## config.mk

```make
export PLATFORM = sky130hd
export DESIGN_NAME = thumb_inst_align_flat
export DESIGN_NICKNAME = d
export VERILOG_FILES = /design/src/rtl/thumb_inst_align_pkg.sv /design/src/rtl/thumb_inst_align_if.sv /design/src/rtl/thumb_inst_align_hw_fifo.sv /design/src/rtl/thumb_inst_align.sv /design/src/flat_wrapper.sv
export SDC_FILE = /design/constraint.sdc
export NUM_CORES = 1
export LEC_CHECK = 0
export ABC_AREA = 1
export BUFFER_PORTS_ARGS = -buffer_cell sky130_fd_sc_hd__buf_4
export CAP_MARGIN = 20
export CELL_PAD_IN_SITES_DETAIL_PLACEMENT = 2
export CELL_PAD_IN_SITES_GLOBAL_PLACEMENT = 2
export CORE_MARGIN = 2
export CORE_UTILIZATION = 27
export CTS_CLUSTER_DIAMETER = 50
export CTS_CLUSTER_SIZE = 24
export DETAILED_ROUTE_END_ITERATION = 12
export PLACE_DENSITY = 0.77
export SYNTH_ARGS = -nofsm -noshare
export SYNTH_HDL_FRONTEND = slang
export SYNTH_HIERARCHICAL = 1
export SYNTH_SLANG_ARGS = --single-unit
export TNS_END_PERCENT = 20
```

## constraint.sdc

```tcl
create_clock -name clk -period 3 [get_ports clk]
set_clock_uncertainty 0.05 [all_clocks]
set_input_delay 0.3 -clock clk [delete_from_list [all_inputs] [get_ports clk]]
set_output_delay 0.3 -clock clk [all_outputs]
set_load 0.01 [all_outputs]
```

## src/rtl/thumb_inst_align_pkg.sv

```systemverilog
// Shared definitions for the Thumb fetch aligner.
// Halfword width, reset PC default and 32-bit prefix detection.
package thumb_pkg;

  localparam int HW_W = 16;
  localparam logic [31:0] RESET_PC_DEF = 32'h0000_0000;

  function automatic logic is_thumb32(input logic [4:0] op);
    return (op == 5'b11101) || (op == 5'b11110) ||
           (op == 5'b11111);
  endfunction

endpackage

```

## src/rtl/thumb_inst_align_if.sv

```systemverilog
// Fetch-side and decoder-side handshake bundle of the aligner.
// slave: aligner view; master: fetch unit plus decoder view.
interface thumb_inst_align_if;

  logic [31:0] fetch_word;
  logic        fetch_valid;
  logic        fetch_ready;
  logic        flush;
  logic [31:0] flush_pc;
  logic [31:0] inst;
  logic        inst_is32;
  logic [31:0] inst_pc;
  logic        inst_valid;
  logic        inst_ready;

  modport slave (
    input  fetch_word, fetch_valid, flush, flush_pc,
    input  inst_ready,
    output fetch_ready, inst, inst_is32, inst_pc,
    output inst_valid
  );

  modport master (
    output fetch_word, fetch_valid, flush, flush_pc,
    output inst_ready,
    input  fetch_ready, inst, inst_is32, inst_pc,
    input  inst_valid
  );

endinterface

```

## src/rtl/thumb_inst_align_hw_fifo.sv

```systemverilog
// Circular halfword buffer: push/pop 0..2 halfwords per cycle.
// Exposes the two oldest entries so a 32-bit op can straddle wrap.
module thumb_hw_fifo
  import thumb_pkg::*;
#(
  parameter  int DEPTH = 4,
  localparam int PW    = $clog2(DEPTH),
  localparam int CW    = $clog2(DEPTH + 1)
) (
  input  logic            clk,
  input  logic            rst_n,
  input  logic            clr,
  input  logic [1:0]      push_n,
  input  logic [HW_W-1:0] push_hw0,
  input  logic [HW_W-1:0] push_hw1,
  input  logic [1:0]      pop_n,
  output logic [HW_W-1:0] head_hw,
  output logic [HW_W-1:0] head1_hw,
  output logic [CW-1:0]   count
);

  localparam logic [PW:0] DEP = (PW + 1)'(DEPTH);

  logic [HW_W-1:0] mem [DEPTH];
  logic [PW-1:0]   head;
  logic [PW-1:0]   tail;
  logic [PW-1:0]   head1;
  logic [PW-1:0]   tail1;

  function automatic logic [PW-1:0] wrap(
    input logic [PW-1:0] p,
    input logic [1:0]    n
  );
    logic [PW:0] s;
    s = {1'b0, p} + (PW + 1)'(n);
    if (s >= DEP) s = s - DEP;
    return s[PW-1:0];
  endfunction

  assign head1    = wrap(head, 2'd1);
  assign tail1    = wrap(tail, 2'd1);
  assign head_hw  = mem[head];
  assign head1_hw = mem[head1];

  // Halfword storage, low half first.
  always_ff @(posedge clk or negedge rst_n) begin
    if (!rst_n) begin
      for (int i = 0; i < DEPTH; i++) mem[i] <= '0;
    end else if (!clr) begin
      if (push_n != 2'd0) mem[tail] <= push_hw0;
      if (push_n == 2'd2) mem[tail1] <= push_hw1;
    end
  end

  // Pointers and occupancy; clear wins over push/pop.
  always_ff @(posedge clk or negedge rst_n) begin
    if (!rst_n) begin
      head  <= '0;
      tail  <= '0;
      count <= '0;
    end else if (clr) begin
      head  <= '0;
      tail  <= '0;
      count <= '0;
    end else begin
      head  <= wrap(head, pop_n);
      tail  <= wrap(tail, push_n);
      count <= count + CW'(push_n) - CW'(pop_n);
    end
  end

endmodule

```

## src/rtl/thumb_inst_align.sv

```systemverilog
// Thumb fetch aligner: assembles 16/32-bit ops from fetch words.
// Tracks PC, odd-halfword flush targets and decoder handshake.
module thumb_inst_align
  import thumb_pkg::*;
#(
  parameter int          DEPTH_HW = 4,
  parameter logic [31:0] RESET_PC = RESET_PC_DEF
) (
  input logic               clk,
  input logic               rst_n,
  thumb_inst_align_if.slave bus
);

  localparam int CW = $clog2(DEPTH_HW + 1);

  logic [HW_W-1:0] head_hw;
  logic [HW_W-1:0] head1_hw;
  logic [CW-1:0]   count;
  logic [1:0]      push_n;
  logic [1:0]      pop_n;
  logic [HW_W-1:0] push_hw0;
  logic            is32;
  logic            valid;
  logic            push;
  logic            pop;
  logic            drop_first;
  logic [31:0]     pc_q;

  thumb_hw_fifo #(.DEPTH(DEPTH_HW)) u_fifo (
    .clk      (clk),
    .rst_n    (rst_n),
    .clr      (bus.flush),
    .push_n   (push_n),
    .push_hw0 (push_hw0),
    .push_hw1 (bus.fetch_word[31:16]),
    .pop_n    (pop_n),
    .head_hw  (head_hw),
    .head1_hw (head1_hw),
    .count    (count)
  );

  assign is32  = is_thumb32(head_hw[15:11]);
  assign valid = is32 ? (count >= CW'(2))
                      : (count >= CW'(1));

  assign bus.fetch_ready = (count <= CW'(DEPTH_HW - 2))
                         && !bus.flush;
  assign bus.inst_valid  = valid;
  assign bus.inst_is32   = valid && is32;
  assign bus.inst_pc     = pc_q;

  // Decoder format: 32-bit as {hw1, hw2}, 16-bit in the top half.
  always_comb begin
    bus.inst = '0;
    if (valid) begin
      bus.inst = is32 ? {head_hw, head1_hw}
                      : {head_hw, 16'h0000};
    end
  end

  // Transfer qualification; a flush cycle does nothing else.
  always_comb begin
    push     = bus.fetch_valid && bus.fetch_ready;
    pop      = valid && bus.inst_ready && !bus.flush;
    push_n   = 2'd0;
    pop_n    = 2'd0;
    push_hw0 = bus.fetch_word[15:0];
    if (push) begin
      push_n = drop_first ? 2'd1 : 2'd2;
      if (drop_first) push_hw0 = bus.fetch_word[31:16];
    end
    if (pop) pop_n = is32 ? 2'd2 : 2'd1;
  end

  // PC tracking and odd-target halfword drop.
  always_ff @(posedge clk or negedge rst_n) begin
    if (!rst_n) begin
      pc_q       <= RESET_PC;
      drop_first <= RESET_PC[1];
    end else if (bus.flush) begin
      pc_q       <= {bus.flush_pc[31:1], 1'b0};
      drop_first <= bus.flush_pc[1];
    end else begin
      if (pop) pc_q <= pc_q + (is32 ? 32'd4 : 32'd2);
      if (push) drop_first <= 1'b0;
    end
  end

endmodule

```

## src/flat_wrapper.sv

```systemverilog
// flat-port wrapper written by rule: the top's interface ports become plain ports
module thumb_inst_align_flat import thumb_pkg::*;
#(
  parameter int          DEPTH_HW = 4,
  parameter logic [31:0] RESET_PC = RESET_PC_DEF
)
  (clk, rst_n, bus_fetch_word, bus_fetch_valid, bus_flush, bus_flush_pc, bus_inst_ready, bus_fetch_ready, bus_inst, bus_inst_is32, bus_inst_pc, bus_inst_valid);
  thumb_inst_align_if bus_i ();
  input logic clk;
  input logic rst_n;
  input wire logic [$bits(bus_i.fetch_word)-1:0] bus_fetch_word;
  input wire logic [$bits(bus_i.fetch_valid)-1:0] bus_fetch_valid;
  input wire logic [$bits(bus_i.flush)-1:0] bus_flush;
  input wire logic [$bits(bus_i.flush_pc)-1:0] bus_flush_pc;
  input wire logic [$bits(bus_i.inst_ready)-1:0] bus_inst_ready;
  output wire logic [$bits(bus_i.fetch_ready)-1:0] bus_fetch_ready;
  output wire logic [$bits(bus_i.inst)-1:0] bus_inst;
  output wire logic [$bits(bus_i.inst_is32)-1:0] bus_inst_is32;
  output wire logic [$bits(bus_i.inst_pc)-1:0] bus_inst_pc;
  output wire logic [$bits(bus_i.inst_valid)-1:0] bus_inst_valid;
  assign bus_i.fetch_word = bus_fetch_word;
  assign bus_i.fetch_valid = bus_fetch_valid;
  assign bus_i.flush = bus_flush;
  assign bus_i.flush_pc = bus_flush_pc;
  assign bus_i.inst_ready = bus_inst_ready;
  assign bus_fetch_ready = bus_i.fetch_ready;
  assign bus_inst = bus_i.inst;
  assign bus_inst_is32 = bus_i.inst_is32;
  assign bus_inst_pc = bus_i.inst_pc;
  assign bus_inst_valid = bus_i.inst_valid;
  thumb_inst_align #(.DEPTH_HW(DEPTH_HW), .RESET_PC(RESET_PC)) u_core (.clk(clk), .rst_n(rst_n), .bus(bus_i));
endmodule
```

==> impl_metrics.tcl <==
set metrics [dict create \
    timing.critical_path.arrival_ns 3.19 \
    fp-row-count 65 \
    drtAntennaViolNets 0 \
    post_synth_inst_count 1498 \
    p_per_area_nw_per_um2 680 \
    yosys.cell_count.top_type "sky130_fd_sc_hd__nand2_1" \
    synth_warnings 6 \
    flow.area_growth_from_synthesis_pct 26.2 \
    worst_reg2reg_setup_slack_ns -0.01 \
    final_hold_viol_count 0 \
    final_max_slew_viol_count 0 \
    synthDistinctLibCells 29 \
    fin_ws_ns -0.0111 \
    route.top_layer_used "met5" \
    grt_overflow_total 0 \
    vias_per_std_cell 5.12 \
    worst_hold_path_type "in2reg" \
    timing.max_slew.rel_slack_pct 51.3 \
    synth_top_area_cell "sky130_fd_sc_hd__dfrtp_1" \
    failed_checks "negative setup slack" \
    critPathLaunch "u_core/u_fifo/head[0]$_DFF_PN0_" \
    sequential_fraction_of_the_synthesis_area_pct 29.5 \
    mappedNetlistNets 1576 \
    min_from "bus_flush_pc[16]" \
    grt_pass1_wl_um 63500 \
    overall_routed_net_length_um 40300 \
    core_region_area_um2 31700 \
    place.port_buffers 133 \
    number_of_diodes 0 \
    route.detailed.wl_per_inst_um 19.6 \
    number_of_flops_mapped_to_enable_cells_by_yosys 0 \
    post_synth_main_area_contributors "sky130_fd_sc_hd__dfrtp_1 (30%), sky130_fd_sc_hd__nand2_1 (25%), sky130_fd_sc_hd__nand3_1 (14%), sky130_fd_sc_hd__nor2_1 (7.0%), sky130_fd_sc_hd__inv_1 (7.0%)" \
    synth-main-ff-cell "sky130_fd_sc_hd__dfrtp_1" \
    number_of_global_route_vias_before_repair 11500 \
    cts_sinks 103 \
    worstSetupEndpointType "register" \
    initial_utilization_pct 27.5 \
    criticalPathCategory "reg2reg" \
    worst_ir_drop_vdd_v 0.000255 \
    drive_above_1_share_pct 18.5 \
    fill_cells 3965 \
    clock_tree_root_buffer_cell "sky130_fd_sc_hd__clkbuf_16" \
    worst-slew-pin-transition_ns 0.729 \
    finalPower_w 0.00749 \
    worstReg2RegStart "u_core/u_fifo/head[0]$_DFF_PN0_" \
    die-area_um2 33800 \
    netlist.area_leader.share_pct 29.5 \
    clk-insertion-delay-late_ns 0.37 \
    grt_start_max_net_pins 55 \
    postSynthAreaPerCell_um2 5.83 \
    yosys-top-cells-count "sky130_fd_sc_hd__nand2_1 (572), sky130_fd_sc_hd__nand3_1 (238), sky130_fd_sc_hd__nor2_1 (163)" \
    asyncSetResetFlopFracSynth_pct 100 \
    finish.net_count 1730 \
    met2WireLength_um 19700 \
    data_required_time_of_the_critical_path_ns 3.18 \
    num_io_pins 136 \
    gpl.final_weighted_congestion 0.868 \
    finalCriticalPeriod_ns 3.01 \
    grt_setup_unrepaired "yes" \
    cts_buffer_depth 2 \
    final.hold.worst_slack_ns 0.0919 \
    clock.fmax_ghz 0.332 \
    total_leakage_power_nw 5.92 \
    cap_viol_max_count 0 \
    worst-path-max-fanout 7 \
    wl_met1_um 18000 \
    die_h_um 184 \
    mappedNetlistArea_um2 8730 \
    vias 10500 \
    drt_first_iter_violations 568 \
    route.met3.wl_um 1870 \
    initial_antenna_violation_count 1 \
    layout_worst_path_cycle_share_pct 100 \
    clk_transition_reported_paths_ns 0.09 \
    route.detailed.drc 0 \
    synth.ff_latch_count 103 \
    critPathLaunchType "register" \
    die_width_um 184 \
    final-setup-viol-count 1 \
    detail_route.first_pass.iterations 5 \
    clock_tree_from_tritoncts "done" \
    number_of_buffers_created_by_cts 9 \
    dp_hpwl_um 29500 \
    grt.total_usage_pct 23.9 \
    cts.htree.levels 3 \
    status "finished, violations left" \
]
## layer usage
metal  up-vias  track usage (%)
met4         2             5.38
li1       4966                -
met5         -                0
met2       241             42.1
met1      5291             31.2
met3        37             3.07
## kinds of logic after synthesis
logic type | synth area share, %
AND/OR/NAND/NOR | 48.8
buffers and inverters | 12.3
AO/OA/AOI/OAI | 6.36
flip-flops | 29.5
XOR/XNOR | 1.40
adder cells (fa/ha/maj) | 1.55
other | 0.0430
## repair_timing
item,in CTS,in global routing
pin swaps,11,15
hold buffers,1,0
gates resized for setup,13,52
cloned,0,0
setup buffers,7,10
endpoints found under the setup margin,25,45
endpoints found under the hold margin,24,0
## report_power, final
part	total (W)	internal (W)	switching, W
Combinational	0.00370	0.00152	0.00218
Clock	0.00123	0.000585	0.000644
Sequential	0.00256	0.00181	0.000751
Total	0.00749	0.00392	0.00358
## through the flow
stage	setup WS [ns]	utilization, %	std cells	cell area [µm²]	TNS, ns
5_1_grt	-0.194	34.7	2059	11000	-1.93
6_report	-0.0111	34.7	2059	11000	-0.0111
3_5_place_dp	-0.274	32.7	2025	10400	-0.481
3_3_place_gp	0.0256	32.7	2025	10400	0
4_1_cts	0.000514	34.0	2049	10800	0
2_1_floorplan	-0.0602	-	1498	8770	-0.0803
## sequential cells by signal, indices dropped and copies added, names as in the netlist
name / cells
u_core/bus.inst_pc: 31
u_core/drop_first: 1
u_core/u_fifo/count: 3
u_core/u_fifo/head: 2
u_core/u_fifo/mem: 64
u_core/u_fifo/tail: 2
## path summary, 6_finish.rpt
path / depth (start not counted) / to
worst min register to register: 2 / u_core/u_fifo/mem[16]$_DFFE_PN0N_
worst max register to register: 15 / u_core/u_fifo/count[1]$_DFF_PN0_
worst min-delay path: 3 / u_core/bus.inst_pc[16]$_DFFE_PN0N_
max in group asynchronous: 3 / u_core/u_fifo/head[1]$_DFF_PN0_
min in group asynchronous: 2 / u_core/u_fifo/mem[56]$_DFFE_PN0N_
worst max-delay path: 15 / u_core/u_fifo/count[1]$_DFF_PN0_
## layout by cell type (no fill, tap or decap), types with 4 or more instances in the layout
cell type                   netlist  final
sky130_fd_sc_hd__a21oi_1         18     18
sky130_fd_sc_hd__clkbuf_16        0      9
sky130_fd_sc_hd__dfrtp_1        103    101
sky130_fd_sc_hd__inv_1          162    153
sky130_fd_sc_hd__xnor2_1         10     10
sky130_fd_sc_hd__nand3b_1         7      7
sky130_fd_sc_hd__o21ai_2          0      7
sky130_fd_sc_hd__nand2_4          2      6
sky130_fd_sc_hd__buf_4           10    215
sky130_fd_sc_hd__o21ai_1          2      6
sky130_fd_sc_hd__nand2_2         11     11
sky130_fd_sc_hd__o22ai_1         16     14
sky130_fd_sc_hd__xor2_1           4      4
sky130_fd_sc_hd__inv_2            7     14
sky130_fd_sc_hd__nor2_2           4      6
sky130_fd_sc_hd__buf_6            7      5
sky130_fd_sc_hd__inv_6            0      4
sky130_fd_sc_hd__nand4_1          4      4
sky130_fd_sc_hd__nor2_4           6     11
sky130_fd_sc_hd__nand3_1        238    237
sky130_fd_sc_hd__nor2_1         163    156
sky130_fd_sc_hd__buf_12           0      4
sky130_fd_sc_hd__o21ai_0         71     60
sky130_fd_sc_hd__nand2_1        572    568
## cell type report
class	count	area [µm²]	share of cell area (%)
Multi-Input combinational cell	1144	5240	47.6
Sequential cell	103	2580	23.4
Inverter	169	639	5.80
Clock buffer	9	225	2.04
Clock inverter	7	65.1	0.591
Timing Repair Buffer	225	1760	16.0
Tap cell	402	503	4.57
## worst max-delay path: stages (launching register included)
cell                      delay (ns)
sky130_fd_sc_hd__dfrtp_2        0.45
sky130_fd_sc_hd__inv_2          0.10
sky130_fd_sc_hd__buf_12         0.13
sky130_fd_sc_hd__nor2_1         0.06
sky130_fd_sc_hd__o22ai_2        0.19
sky130_fd_sc_hd__nand2_2        0.11
sky130_fd_sc_hd__nor2_4         0.15
sky130_fd_sc_hd__buf_6          0.12
sky130_fd_sc_hd__nand3_4        0.06
sky130_fd_sc_hd__nand3_4        0.12
sky130_fd_sc_hd__nor2_4         0.06
sky130_fd_sc_hd__nand2_2        0.10
sky130_fd_sc_hd__inv_2          0.05
sky130_fd_sc_hd__fa_1           0.51
sky130_fd_sc_hd__fa_2           0.58
sky130_fd_sc_hd__nor2_4         0.04
Power figures use the tool's default switching activity.
